--- src/rtl/tlc_pkg.sv ---
// Shared types and constants for the traffic-light controller.
package tlc_pkg;

  localparam logic [1:0] LT_RED = 2'b00;
  localparam logic [1:0] LT_YEL = 2'b01;
  localparam logic [1:0] LT_GRN = 2'b10;

  typedef enum logic [2:0] {
    MAIN_G = 3'd0,
    MAIN_Y = 3'd1,
    SIDE_G = 3'd2,
    SIDE_Y = 3'd3,
    PED    = 3'd4
  } phase_e;

  // Hour bounds in BCD; BCD ordering matches numeric ordering so plain compares work.
  localparam logic [7:0] PEAK_AM_FIRST = 8'h07;
  localparam logic [7:0] PEAK_AM_LAST  = 8'h09;
  localparam logic [7:0] PEAK_PM_FIRST = 8'h17;
  localparam logic [7:0] PEAK_PM_LAST  = 8'h19;
  localparam logic [7:0] PM_FIRST      = 8'h12;

  function automatic logic [7:0] bcd_inc(input logic [7:0] v);
    if (v[3:0] == 4'd9) return {v[7:4] + 4'd1, 4'd0};
    return {v[7:4], v[3:0] + 4'd1};
  endfunction

endpackage

--- src/rtl/tlc_clock.sv ---
// One-second prescaler and BCD hh:mm:ss time-of-day counter with pm/peak flags.
module tlc_clock
  import tlc_pkg::*;
#(
  parameter int CLKS_PER_SEC = 1
) (
  input  logic       clk_i,
  input  logic       rst_i,
  input  logic       ena_i,
  output logic       tick_o,
  output logic [7:0] hh_o,
  output logic [7:0] mm_o,
  output logic [7:0] ss_o,
  output logic       pm_o,
  output logic       peak_o
);

  logic [31:0] presc_q, presc_d;
  logic [7:0]  hh_q, hh_d, mm_q, mm_d, ss_q, ss_d;

  assign tick_o = ena_i && (presc_q == 32'(CLKS_PER_SEC - 1));

  always_comb begin
    presc_d = presc_q;
    hh_d    = hh_q;
    mm_d    = mm_q;
    ss_d    = ss_q;
    if (ena_i) presc_d = tick_o ? '0 : presc_q + 32'd1;
    if (tick_o) begin
      ss_d = (ss_q == 8'h59) ? 8'h00 : bcd_inc(ss_q);
      if (ss_q == 8'h59) begin
        mm_d = (mm_q == 8'h59) ? 8'h00 : bcd_inc(mm_q);
        if (mm_q == 8'h59) hh_d = (hh_q == 8'h23) ? 8'h00 : bcd_inc(hh_q);
      end
    end
  end

  always_ff @(posedge clk_i or posedge rst_i) begin
    if (rst_i) begin
      presc_q <= '0;
      hh_q    <= 8'h00;
      mm_q    <= 8'h00;
      ss_q    <= 8'h00;
    end else begin
      presc_q <= presc_d;
      hh_q    <= hh_d;
      mm_q    <= mm_d;
      ss_q    <= ss_d;
    end
  end

  assign hh_o   = hh_q;
  assign mm_o   = mm_q;
  assign ss_o   = ss_q;
  assign pm_o   = (hh_q >= PM_FIRST);
  assign peak_o = ((hh_q >= PEAK_AM_FIRST) && (hh_q <= PEAK_AM_LAST)) ||
                  ((hh_q >= PEAK_PM_FIRST) && (hh_q <= PEAK_PM_LAST));

endmodule

--- src/rtl/tlc_top.sv ---
// Traffic-light controller: request latches, Moore phase FSM, phase timer and light decode.
// state  | meaning
// MAIN_G | main road green, waits for minimum and a side request
// MAIN_Y | main road yellow
// SIDE_G | requested side roads green (set frozen on entry)
// SIDE_Y | served side roads yellow
// PED    | pedestrian crossings green (off-peak only)
module tlc_top
  import tlc_pkg::*;
#(
  parameter int CLKS_PER_SEC = 1,
  parameter int T_MAIN_PEAK  = 40,
  parameter int T_MAIN_OFF   = 20,
  parameter int T_SIDE_PEAK  = 10,
  parameter int T_SIDE_OFF   = 15,
  parameter int T_YEL        = 3,
  parameter int T_PED        = 10
) (
  input  logic       clk,
  input  logic       reset,
  input  logic       ena,
  input  logic       sensor1,
  input  logic       sensor2,
  output logic [1:0] TL1,
  output logic [1:0] TL2,
  output logic [1:0] TL3,
  output logic [1:0] TL4,
  output logic [1:0] TL5,
  output logic [1:0] TL6,
  output logic       peak,
  output logic       pm,
  output logic [7:0] hh,
  output logic [7:0] mm,
  output logic [7:0] ss
);

  phase_e     state_q, state_d;
  logic [7:0] timer_q, timer_d;
  logic [1:0] req_q, req_d, srv_q, srv_d;
  logic       tick, done;
  logic [7:0] main_len, side_len;

  tlc_clock #(.CLKS_PER_SEC(CLKS_PER_SEC)) u_clock (
    .clk_i  (clk),
    .rst_i  (reset),
    .ena_i  (ena),
    .tick_o (tick),
    .hh_o   (hh),
    .mm_o   (mm),
    .ss_o   (ss),
    .pm_o   (pm),
    .peak_o (peak)
  );

  assign main_len = peak ? 8'(T_MAIN_PEAK) : 8'(T_MAIN_OFF);
  assign side_len = peak ? 8'(T_SIDE_PEAK) : 8'(T_SIDE_OFF);
  // Timer holds ticks remaining including the current one; a value of 1 means this tick ends the phase.
  assign done     = (timer_q <= 8'd1);

  always_comb begin
    state_d = state_q;
    timer_d = timer_q;
    srv_d   = srv_q;
    req_d   = req_q | {sensor2, sensor1};
    if (tick) begin
      if (!done) timer_d = timer_q - 8'd1;
      case (state_q)
        MAIN_G: if (done && (req_q != 2'b00)) begin
          state_d = MAIN_Y;
          timer_d = 8'(T_YEL);
        end
        MAIN_Y: if (done) begin
          state_d = SIDE_G;
          timer_d = side_len;
          srv_d   = req_q;
        end
        SIDE_G: if (done) begin
          state_d = SIDE_Y;
          timer_d = 8'(T_YEL);
        end
        SIDE_Y: if (done) begin
          req_d   = 2'b00;
          state_d = peak ? MAIN_G : PED;
          timer_d = peak ? main_len : 8'(T_PED);
        end
        PED: if (done) begin
          state_d = MAIN_G;
          timer_d = main_len;
        end
        default: begin
          state_d = MAIN_G;
          timer_d = main_len;
        end
      endcase
    end
  end

  always_ff @(posedge clk or posedge reset) begin
    if (reset) begin
      state_q <= MAIN_G;
      timer_q <= 8'(T_MAIN_OFF);
      req_q   <= 2'b00;
      srv_q   <= 2'b00;
    end else begin
      state_q <= state_d;
      timer_q <= timer_d;
      req_q   <= req_d;
      srv_q   <= srv_d;
    end
  end

  always_comb begin
    TL1 = LT_RED;
    TL3 = LT_RED;
    TL4 = LT_RED;
    TL5 = LT_RED;
    case (state_q)
      MAIN_G: TL1 = LT_GRN;
      MAIN_Y: TL1 = LT_YEL;
      SIDE_G: begin
        TL3 = srv_q[0] ? LT_GRN : LT_RED;
        TL4 = srv_q[1] ? LT_GRN : LT_RED;
      end
      SIDE_Y: begin
        TL3 = srv_q[0] ? LT_YEL : LT_RED;
        TL4 = srv_q[1] ? LT_YEL : LT_RED;
      end
      PED:     TL5 = LT_GRN;
      default: TL1 = LT_RED;
    endcase
    TL2 = TL1;
    TL6 = TL5;
  end

endmodule

--- config.mk ---
export PLATFORM = sky130hd
export DESIGN_NAME = tlc_top
export DESIGN_NICKNAME = d
export VERILOG_FILES = /design/src/rtl/tlc_pkg.sv /design/src/rtl/tlc_clock.sv /design/src/rtl/tlc_top.sv
export SDC_FILE = /design/constraint.sdc
export NUM_CORES = 1
export LEC_CHECK = 0
export ABC_AREA = 1
export BUFFER_PORTS_ARGS = -buffer_cell sky130_fd_sc_hd__buf_2
export CORE_AREA = 2 2 105 107
export DETAILED_ROUTE_END_ITERATION = 16
export DIE_AREA = 0 0 107 109
export PLACE_DENSITY = 0.68
export SYNTH_ARGS = -nofsm -noshare
export SYNTH_HDL_FRONTEND = slang
export SYNTH_SLANG_ARGS = --single-unit
--- constraint.sdc ---
create_clock -name clk -period 2.52 [get_ports clk]
set_input_delay 0.378 -clock clk [delete_from_list [all_inputs] [get_ports clk]]
set_output_delay 0.378 -clock clk [all_outputs]
set_load 0.1 [all_outputs]
==> impl_metrics.env, run 1 <==
export IMPL_antenna_cells=0
export IMPL_via_per_inst=5.03
export IMPL_clk_latency_ns=0.36
export IMPL_p_leak_nw=2.70
export IMPL_ios=43
export IMPL_crit_family="simple AND/OR/NAND/NOR gates"
export IMPL_worst_setup_path_end_kind="output port"
export IMPL_grt_pass1_wl_um=18800
export IMPL_avgRoutedWirePerCell_um=12.9
export IMPL_ctsRootBufferMaster="clkbuf_8"
export IMPL_timing_final_ws_setup_ns=0.236
export IMPL_timing_fmax_mhz=438
export IMPL_dr_pass1_iters=5
export IMPL_cp_buffers_inverters=2
export IMPL_cts_sinks=71
export IMPL_critical_path_max_stage_delay_ns=0.44
export IMPL_required_ns=2.14
export IMPL_die_x_um=107
export IMPL_cts_resized=0
export IMPL_grt_overflow=0
export IMPL_tightest_slew_ns=0.547
export IMPL_clockBufferDepth=2
export IMPL_grt_pass1_vias=4048
export IMPL_critPathKind="reg -> out"
export IMPL_crit_top_cell="nand2_1"
export IMPL_dp_cells=839
export IMPL_rsz0062_at_grt="false"
export IMPL_design_area_um2=5290
export IMPL_final_period_utilization_pct=90.6
export IMPL_drt_initial_drc_count=248
export IMPL_hold_ws_ns=0.0812
export IMPL_yosysWarnings=0
export IMPL_post_cts_setup_buffer_count=0
export IMPL_synthCells=664
export IMPL_antenna_found_initial=0
export IMPL_hold_path_class="in -> async"
export IMPL_hpwl_um=8320
export IMPL_fin_tns_setup_ns=0
export IMPL_drive_gt1_share_pct=13.1
export IMPL_antenna_left=0
export IMPL_port_buffers=40
export IMPL_fin_skew_ns=0.00837
export IMPL_status="finished, final reports clean"
export IMPL_cts_inserted_buffers=9
export IMPL_gp_congestion=0.970
export IMPL_critPathMaxFanout=5
export IMPL_core_area_um2=10600
export IMPL_setup_viol=0
export IMPL_design_die_area_um2=11700
export IMPL_power_density_nw_per_um2=502
export IMPL_finalHoldViolCount=0
export IMPL_layout_commonest_cell="nand2_1"
export IMPL_rows=38
export IMPL_worstSetupStartpointType="register"
export IMPL_area_growth_pct=13.3
export IMPL_min_period_ns=2.28
export IMPL_synth_top_cell_area_share_pct=36.9
export IMPL_crit_arrival_ns=1.91
export IMPL_cpMaxStageDelayCell="dfrtp_1"
export IMPL_place_ws_ns=0.438
export IMPL_clk_transition_reported_paths_ns=0.08
export IMPL_drc_errors=0
export IMPL_grtUsageTotal_pct=20.3
export IMPL_drv_slew=0
export IMPL_yosysTopAreaCell="dfrtp_1"
export IMPL_grt_start_max_net_pins=72
export IMPL_instances_no_fill=855
export IMPL_hold_buffers=0
export IMPL_h_tree_depth=3
export IMPL_num_vias=4299
export IMPL_fp_dieH_um=109
export IMPL_placed_cell_area_um2=5060
export IMPL_start_util_pct=44.1
export IMPL_syn_area_per_cell_um2=7.04
export IMPL_wl_um=11000
export IMPL_syn_area_um2=4670
export IMPL_synth_distinct_cells=36
export IMPL_synth_seq_cells=71
export IMPL_final_cell_mix="184 x nand2_1, 95 x nor2_1, 81 x inv_1"
export IMPL_yosys_top_cells_area="dfrtp_1 37%, nand2_1 15%, nor2_1 7.6%, inv_1 6.6%, ha_1 4.8%"
export IMPL_cts_tree="yes"
export IMPL_crit_path_cell_trace="nor2_1 -> nand2_1 -> nand2_1 -> nand2_1 -> nand2_1 -> nand2_1 -> inv_2 -> clkbuf_4"
export IMPL_ys_seq_area_share_pct=38.1
export IMPL_power_mw=2.66
export IMPL_max_slew_margin_rel_pct=63.5
export IMPL_peakVddDrop_mv=0.278
export IMPL_maxCapViolCount=0
export IMPL_nets=733
export IMPL_fin_util_pct=49.9
-- area by class of cell --
| class | count | area (µm²) |
|---|---|---|
| Fill cell | 1071 | 5310 |
| Multi-Input combinational cell | 497 | 2530 |
| Sequential cell | 71 | 1780 |
| Inverter | 86 | 325 |
| Timing Repair Buffer | 45 | 253 |
| Tap cell | 140 | 175 |
| Clock buffer | 10 | 138 |
| Clock inverter | 6 | 92.6 |
-- report_power, final --
part           leakage (nW)  switching (mW)  total [mW]  internal (mW)
Sequential            0.912          0.0699        1.27           1.20
Clock                 0.109           0.474        1.06          0.589
Combinational          1.68           0.221       0.319         0.0972
-- state kept, by name, indices dropped and copies added, names as in the netlist --
signal	flops
req_q	2
srv_q	2
state_q	3
timer_q	8
u_clock.hh_o	8
u_clock.mm_o	8
u_clock.presc_q	32
u_clock.ss_o	8
-- synthesized netlist by cell type, drive strengths merged --
| library cell | number |
|---|---|
| conb | 1 |
| a31oi | 2 |
| nand2 | 192 |
| o21ai | 46 |
| buf | 9 |
| and2 | 1 |
| nand4 | 17 |
| xnor2 | 6 |
| a21oi | 13 |
| and3 | 1 |
| inv | 85 |
| nand3 | 43 |
| nand3b | 2 |
| nor2 | 102 |
| xor2 | 23 |
| dfrtp | 69 |
| ha | 18 |
| dfstp | 2 |
| clkbuf | 2 |
| or2 | 2 |
| nor3 | 25 |
| o22ai | 1 |
| o21a | 1 |
| clkinv | 1 |
-- path summary, 6_finish.rpt --
kind	start	to	slack, ns	cells past startpoint
worst max-delay path	u_clock.hh_o[6]	peak	0.24	8
worst min-delay path	reset	u_clock.hh_o[4]	0.08	3
worst max register to register	u_clock.presc_q[0]	srv_q[0]	0.44	10
worst min register to register	timer_q[2]	timer_q[2]	0.50	2
max in group asynchronous	reset	u_clock.mm_o[3]	2.11	3
min in group clk	sensor2	req_q[1]	0.24	3
-- tightest hold or removal path: stages --
cell and delay [ns]:
buf_2 0.10, inv_2 0.06, buf_12 0.32
-- metal layers --
metal  GRT usage, %  share of wire (%)  wire [µm]
met5              0                  0          0
met2           33.2                 47       5180
met3           4.42                4.8        531
met4           6.12                1.3        146
met1           27.2                 47       5160
-- logic make-up (layout without fill, tap and decap cells) --
kind of cell               after synthesis  after routing  synth area share (%)
and+or+nand+nor                        385            385                  36.3
buffers and inverters                   97            147                  8.46
DFF                                     71             71                  38.1
AOI/OAI and AO/OA                       63             63                  6.88
xor gates and xnor gates                29             29                  5.43
adders and majority gates               18             18                  4.82
other                                    1              2                0.0802
Power figures use the tool's default switching activity.
==> run 2: changes to the inputs <==
Settings changed: PLACE_DENSITY 0.68 to 0.7.
Clock period 2.52 ns to 2 ns, I/O delays scaled along.
==> run 2 against run 1 <==
  * The run now ends with setup timing left
  * Routed wire length barely moved
  * Global-route usage fell by 0.38 points
  * Cell count rose by 0.94%
  * Flip-flop and latch count did not move
  * Via count rose by 1.5%
  * Non-clock buffer count rose by 8
  * Clock skew rose by 0.00054 ns
  * Sequential share of layout area fell by 0.94 points
  * First-iteration DRC count rose by 30%
  * Count of clock-buffer cells in the layout rose by 2
  * Worst hold slack improved by 0.094 ns
  * Critical path type unchanged
  * Largest cell class unchanged
  * Highest routed layer unchanged
==> impl_metrics.env, run 2 (synthesized netlist as in run 1, its figures left out) <==
export IMPL_status="finished with violations"
export IMPL_violations="setup timing"
export IMPL_ctsRootBufferMaster="clkbuf_8"
export IMPL_gp_congestion=0.935
export IMPL_avgRoutedWirePerCell_um=12.8
export IMPL_grt_pass1_vias=4022
export IMPL_grt_overflow=0
export IMPL_cpMaxStageDelayCell="dfrtp_1"
export IMPL_cts_sinks=71
export IMPL_peakVddDrop_mv=0.442
export IMPL_fp_dieH_um=109
export IMPL_critPathMaxFanout=7
export IMPL_drv_slew=0
export IMPL_critPathKind="reg -> out"
export IMPL_final_cell_mix="183 x nand2_1, 89 x nor2_1, 79 x inv_1"
export IMPL_h_tree_depth=3
export IMPL_setup_viol=2
export IMPL_hold_path_class="in -> reg"
export IMPL_instances_no_fill=863
export IMPL_critPathLaunch="state_q[1]"
export IMPL_rsz0062_at_grt="true"
export IMPL_num_vias=4365
export IMPL_top_register="u_clock.presc_q"
export IMPL_grt_pass1_wl_um=18700
export IMPL_antenna_found_initial=0
export IMPL_hpwl_um=8230
export IMPL_layout_commonest_cell="nand2_1"
export IMPL_intPower_mw=2.38
export IMPL_crit_arrival_ns=1.71
export IMPL_maxCapViolCount=0
export IMPL_netSwitchingFraction_pct=28.0
export IMPL_cts_tree="yes"
export IMPL_required_ns=1.70
export IMPL_grtUsageTotal_pct=19.9
export IMPL_finalHoldViolCount=0
export IMPL_clk_transition_reported_paths_ns=0.08
export IMPL_fill_cells=997
export IMPL_drive_gt1_share_pct=17.6
export IMPL_via_per_inst=5.06
export IMPL_drt_initial_drc_count=322
export IMPL_cts_inserted_buffers=9
export IMPL_design_die_area_um2=11700
export IMPL_power_density_nw_per_um2=600
export IMPL_dr_pass1_iters=4
export IMPL_largest_register_ffs=32
export IMPL_worstSetupStartpointType="register"
export IMPL_final_period_utilization_pct=101
export IMPL_worst_setup_path_end_kind="output port"
export IMPL_ios=43
export IMPL_critical_path_max_stage_delay_ns=0.50
export IMPL_clockBufferDepth=2
export IMPL_fin_skew_ns=0.00891
export IMPL_clk_latency_ns=0.36
export IMPL_rows=38
export IMPL_pwr_share_comb_pct=12.2
export IMPL_nets=741
export IMPL_grt_start_max_net_pins=53
export IMPL_rr_startpoint="timer_q[0]"
export IMPL_min_period_ns=2.01
export IMPL_clockPowerShare_pct=39.1
export IMPL_timing_final_ws_setup_ns=-0.0110
export IMPL_antenna_left=0
export IMPL_seq_power_share_pct=48.7
export IMPL_rrSetupSlack_ns=0.14
export IMPL_core_area_um2=10600
export IMPL_dp_cells=845
export IMPL_die_x_um=107
export IMPL_p_leak_nw=2.72
export IMPL_wl_um=11000
export IMPL_port_buffers=40
export IMPL_timing_fmax_mhz=497
export IMPL_area_growth_pct=17.8
export IMPL_p_switching_mw=0.924
export IMPL_start_util_pct=44.1
export IMPL_drc_errors=0
export IMPL_min_from="sensor1"
export IMPL_fin_tns_setup_ns=-0.0173
export IMPL_antenna_cells=0
export IMPL_crit_path_cell_trace="nor3_4 -> buf_2"
==> run 2: changes by cell type in the layout (fill, tap and decap cells not counted), sizes merged <==
cell         delta
buf             +6
clkbuf          +3
clkinv          +1
dlygate4sd3     +1
inv             -3
==> run 2: cell type report <==
type / instances / area [µm²] / area share (%)
clock inverter: 4 / 70.1 / 1.27
timing repair buffer: 53 / 404 / 7.34
inverter: 86 / 338 / 6.13
clock buffer: 12 / 145 / 2.64
multi-input combinational: 497 / 2570 / 46.8
tap: 140 / 175 / 3.18
sequential: 71 / 1800 / 32.7
==> run 2: critical path: cells and delay by family, from the launching register on <==
family	cells	cell delay (ns)
buf+inv	1	0.49
flops	1	0.50
simple gates	1	0.35
==> run 2: worst paths after layout <==
kind                                  endpoint  cells after the start
max                                     TL2[1]                      2
min                                   req_q[0]                      3
max reg2reg                         timer_q[0]                     11
min reg2reg                         timer_q[2]                      2
max in group asynchronous           timer_q[4]                      4
min in group asynchronous  u_clock.presc_q[30]                      3
==> run 2: routing by layer <==
layer	routed length [µm]	part of all wire [%]	GRT usage [%]	up-vias
met4	145	1.3	6.31	0
li1	-	-	-	2204
met3	526	4.8	4.00	12
met1	5290	48	27.2	2037
met5	0	0	0	-
met2	5060	46	32.1	112
==> run 2: power groups by stage <==
stage / sequential [mW] / combinational, mW / clock [mW]
after floorplan: 1.61 / 0.317 / 0
after global placement: 1.63 / 0.391 / 0
after detailed placement: 1.63 / 0.398 / 0
after CTS: 1.60 / 0.403 / 1.31
after global routing: 1.62 / 0.469 / 1.38
final: 1.61 / 0.404 / 1.29
==> run 2: stage by stage <==
stage | power, mW | setup WS (ns) | instance area, µm² | hold WS [ns] | util (%)
2_1_floorplan | 1.93 | -0.323 | 4770 | 0.438 | -
3_3_place_gp | 2.02 | 0.242 | 5220 | 0.342 | 49.2
3_5_place_dp | 2.03 | 0.181 | 5220 | 0.351 | 49.2
4_1_cts | 3.32 | -0.0158 | 5460 | 0.168 | 51.5
5_1_grt | 3.47 | -0.0855 | 5510 | 0.177 | 51.9
6_report | 3.30 | -0.0110 | 5510 | 0.175 | 51.9
==> run 2: what timing repair did <==
action	CTS	global route
endpoints found under the setup margin	8	11
pin swaps	0	1
hold endpoints to repair	19	0
gates cloned	0	0
hold buffers	1	0
gates resized for setup	4	13
setup buffers	0	1
==> run 3: changes to the inputs <==
Settings changed: CORE_AREA 2 2 105 107 to 2 2 97 99, DIE_AREA 0 0 107 109 to 0 0 99 101, PLACE_DENSITY 0.7 to 0.79.
==> run 3 against run 2 <==
  * The flow now finishes without violations
  * Non-clock buffer count rose by 4
  * Count of clock-buffer cells in the layout is 3 lower
  * Maximum frequency rose by 2.9%
  * Critical endpoint is now TL2[0]
  * Largest power group unchanged
==> impl_metrics.env, run 3 (synthesized netlist as in run 1, its figures left out) <==
export IMPL_avgRoutedWirePerCell_um=13.3
export IMPL_crit_arrival_ns=1.65
export IMPL_power_mw=3.28
export IMPL_fp_dieH_um=101
export IMPL_clockBufferDepth=2
export IMPL_antenna_found_initial=0
export IMPL_critPathKind="reg -> out"
export IMPL_setup_viol=0
export IMPL_nets=745
export IMPL_finalHoldViolCount=0
export IMPL_crit_path_cell_trace="inv_1 -> nor3_4 -> buf_2"
export IMPL_drt_initial_drc_count=310
export IMPL_dp_cells=817
export IMPL_cpMaxStageDelayCell="dfrtp_2"
export IMPL_grt_start_max_net_pins=33
export IMPL_critPathMaxFanout=7
export IMPL_status="finished, final reports clean"
export IMPL_instances_no_fill=838
export IMPL_area_growth_pct=17.9
export IMPL_cts_inserted_buffers=9
export IMPL_min_period_ns=1.95
export IMPL_peakVddDrop_mv=0.379
export IMPL_grtUsageTotal_pct=22.9
export IMPL_rows=35
export IMPL_largest_register_ffs=32
export IMPL_grt_overflow=0
export IMPL_gp_congestion=0.905
export IMPL_core_area_um2=8980
export IMPL_power_density_nw_per_um2=596
export IMPL_clk_latency_ns=0.35
export IMPL_final_cell_mix="182 x nand2_1, 88 x nor2_1, 79 x inv_1"
export IMPL_antenna_left=0
export IMPL_hold_path_class="in -> async"
export IMPL_worstSetupStartpointType="register"
export IMPL_critical_path_max_stage_delay_ns=0.47
export IMPL_timing_final_ws_setup_ns=0.0460
export IMPL_maxCapViolCount=0
export IMPL_p_leak_nw=2.74
export IMPL_hpwl_um=8370
export IMPL_max_slew_margin_rel_pct=56.9
export IMPL_drive_gt1_share_pct=18.7
export IMPL_port_buffers=40
export IMPL_reg2reg_depth=11
export IMPL_start_util_pct=52.1
export IMPL_grt_pass1_vias=4172
export IMPL_dr_pass1_iters=5
export IMPL_antenna_cells=0
export IMPL_cts_tree="yes"
export IMPL_hold_buffers=0
export IMPL_fin_skew_ns=0.0135
export IMPL_h_tree_depth=3
export IMPL_grt_pass1_wl_um=18500
export IMPL_drc_errors=0
export IMPL_cts_sinks=71
export IMPL_design_die_area_um2=10000
export IMPL_clk_transition_reported_paths_ns=0.08
export IMPL_fin_tns_setup_ns=0
export IMPL_top_register="u_clock.presc_q"
export IMPL_worst_setup_path_end_kind="output port"
export IMPL_timing_fmax_mhz=512
export IMPL_die_x_um=99
export IMPL_required_ns=1.70
export IMPL_num_vias=4459
export IMPL_layout_commonest_cell="nand2_1"
export IMPL_place_ws_ns=0.130
export IMPL_via_per_inst=5.32
export IMPL_ios=43
export IMPL_tightest_slew_ns=0.644
export IMPL_ctsRootBufferMaster="clkbuf_8"
export IMPL_hold_ws_ns=0.0326
export IMPL_rsz0062_at_grt="true"
export IMPL_drv_slew=0
export IMPL_wl_um=11100
export IMPL_final_period_utilization_pct=97.7
run 3: changes by cell type in the layout (fill, tap and decap cells not counted), moves of 2 or more:
cell / previous run / this run
buf_4: 13 / 17
clkbuf_1: 2 / 0
clkbuf_4: 2 / 4
nor2_4: 5 / 7
run 3: what timing repair did:
item	CTS	global route
endpoints found under the setup margin	5	14
pin swaps	0	3
resized for setup	3	16
buffers inserted	0	5
cloned	0	0
run 3: where the power goes:
group	switching, mW	internal, mW
sequential	0.0871	1.52
combinational	0.283	0.125
clock	0.566	0.704
run 3: stage by stage:
stage	area [µm²]	utilization, %
2_1_floorplan	4770	-
3_3_place_gp	5190	57.8
3_5_place_dp	5190	57.8
4_1_cts	5420	60.3
5_1_grt	5510	61.4
6_report	5510	61.4
run 3: area by class of cell:
type / count / area, µm²
inverters: 86 / 338
clock buffers: 9 / 124
flip-flops and latches: 71 / 1800
well taps: 111 / 139
fillers: 768 / 3470
repair buffers: 57 / 428
clock inverters: 7 / 95.1
multi-input cells: 497 / 2580
run 3: layer usage:
layer  share of wire [%]  track usage (%)  up-vias  wire (µm)
met4                 2.7             9.27        0        301
met2                  48             38.9      165       5360
met1                  43             29.5     2054       4830
met3                 5.9             3.54       30        655
li1                    -                -     2210          -
met5                   0                0        -          0
run 3: critical path: cells and delay by family, from the launching register on:
kind / cells / cell delay, ns
flip-flops: 1 / 0.47
AND/OR/NAND/NOR: 1 / 0.25
buffers and inverters: 2 / 0.58
run 3: worst paths after layout:
check / from / endpoint / slack, ns
worst max-delay path: state_q[0] / TL2[0] / 0.05
worst min-delay path: reset / srv_q[0] / 0.03
worst max register to register: u_clock.presc_q[0] / u_clock.ss_o[4] / 0.12
worst min register to register: timer_q[2] / timer_q[2] / 0.50
max in group asynchronous: reset / u_clock.presc_q[19] / 1.37
min in group clk: sensor2 / req_q[1] / 0.18
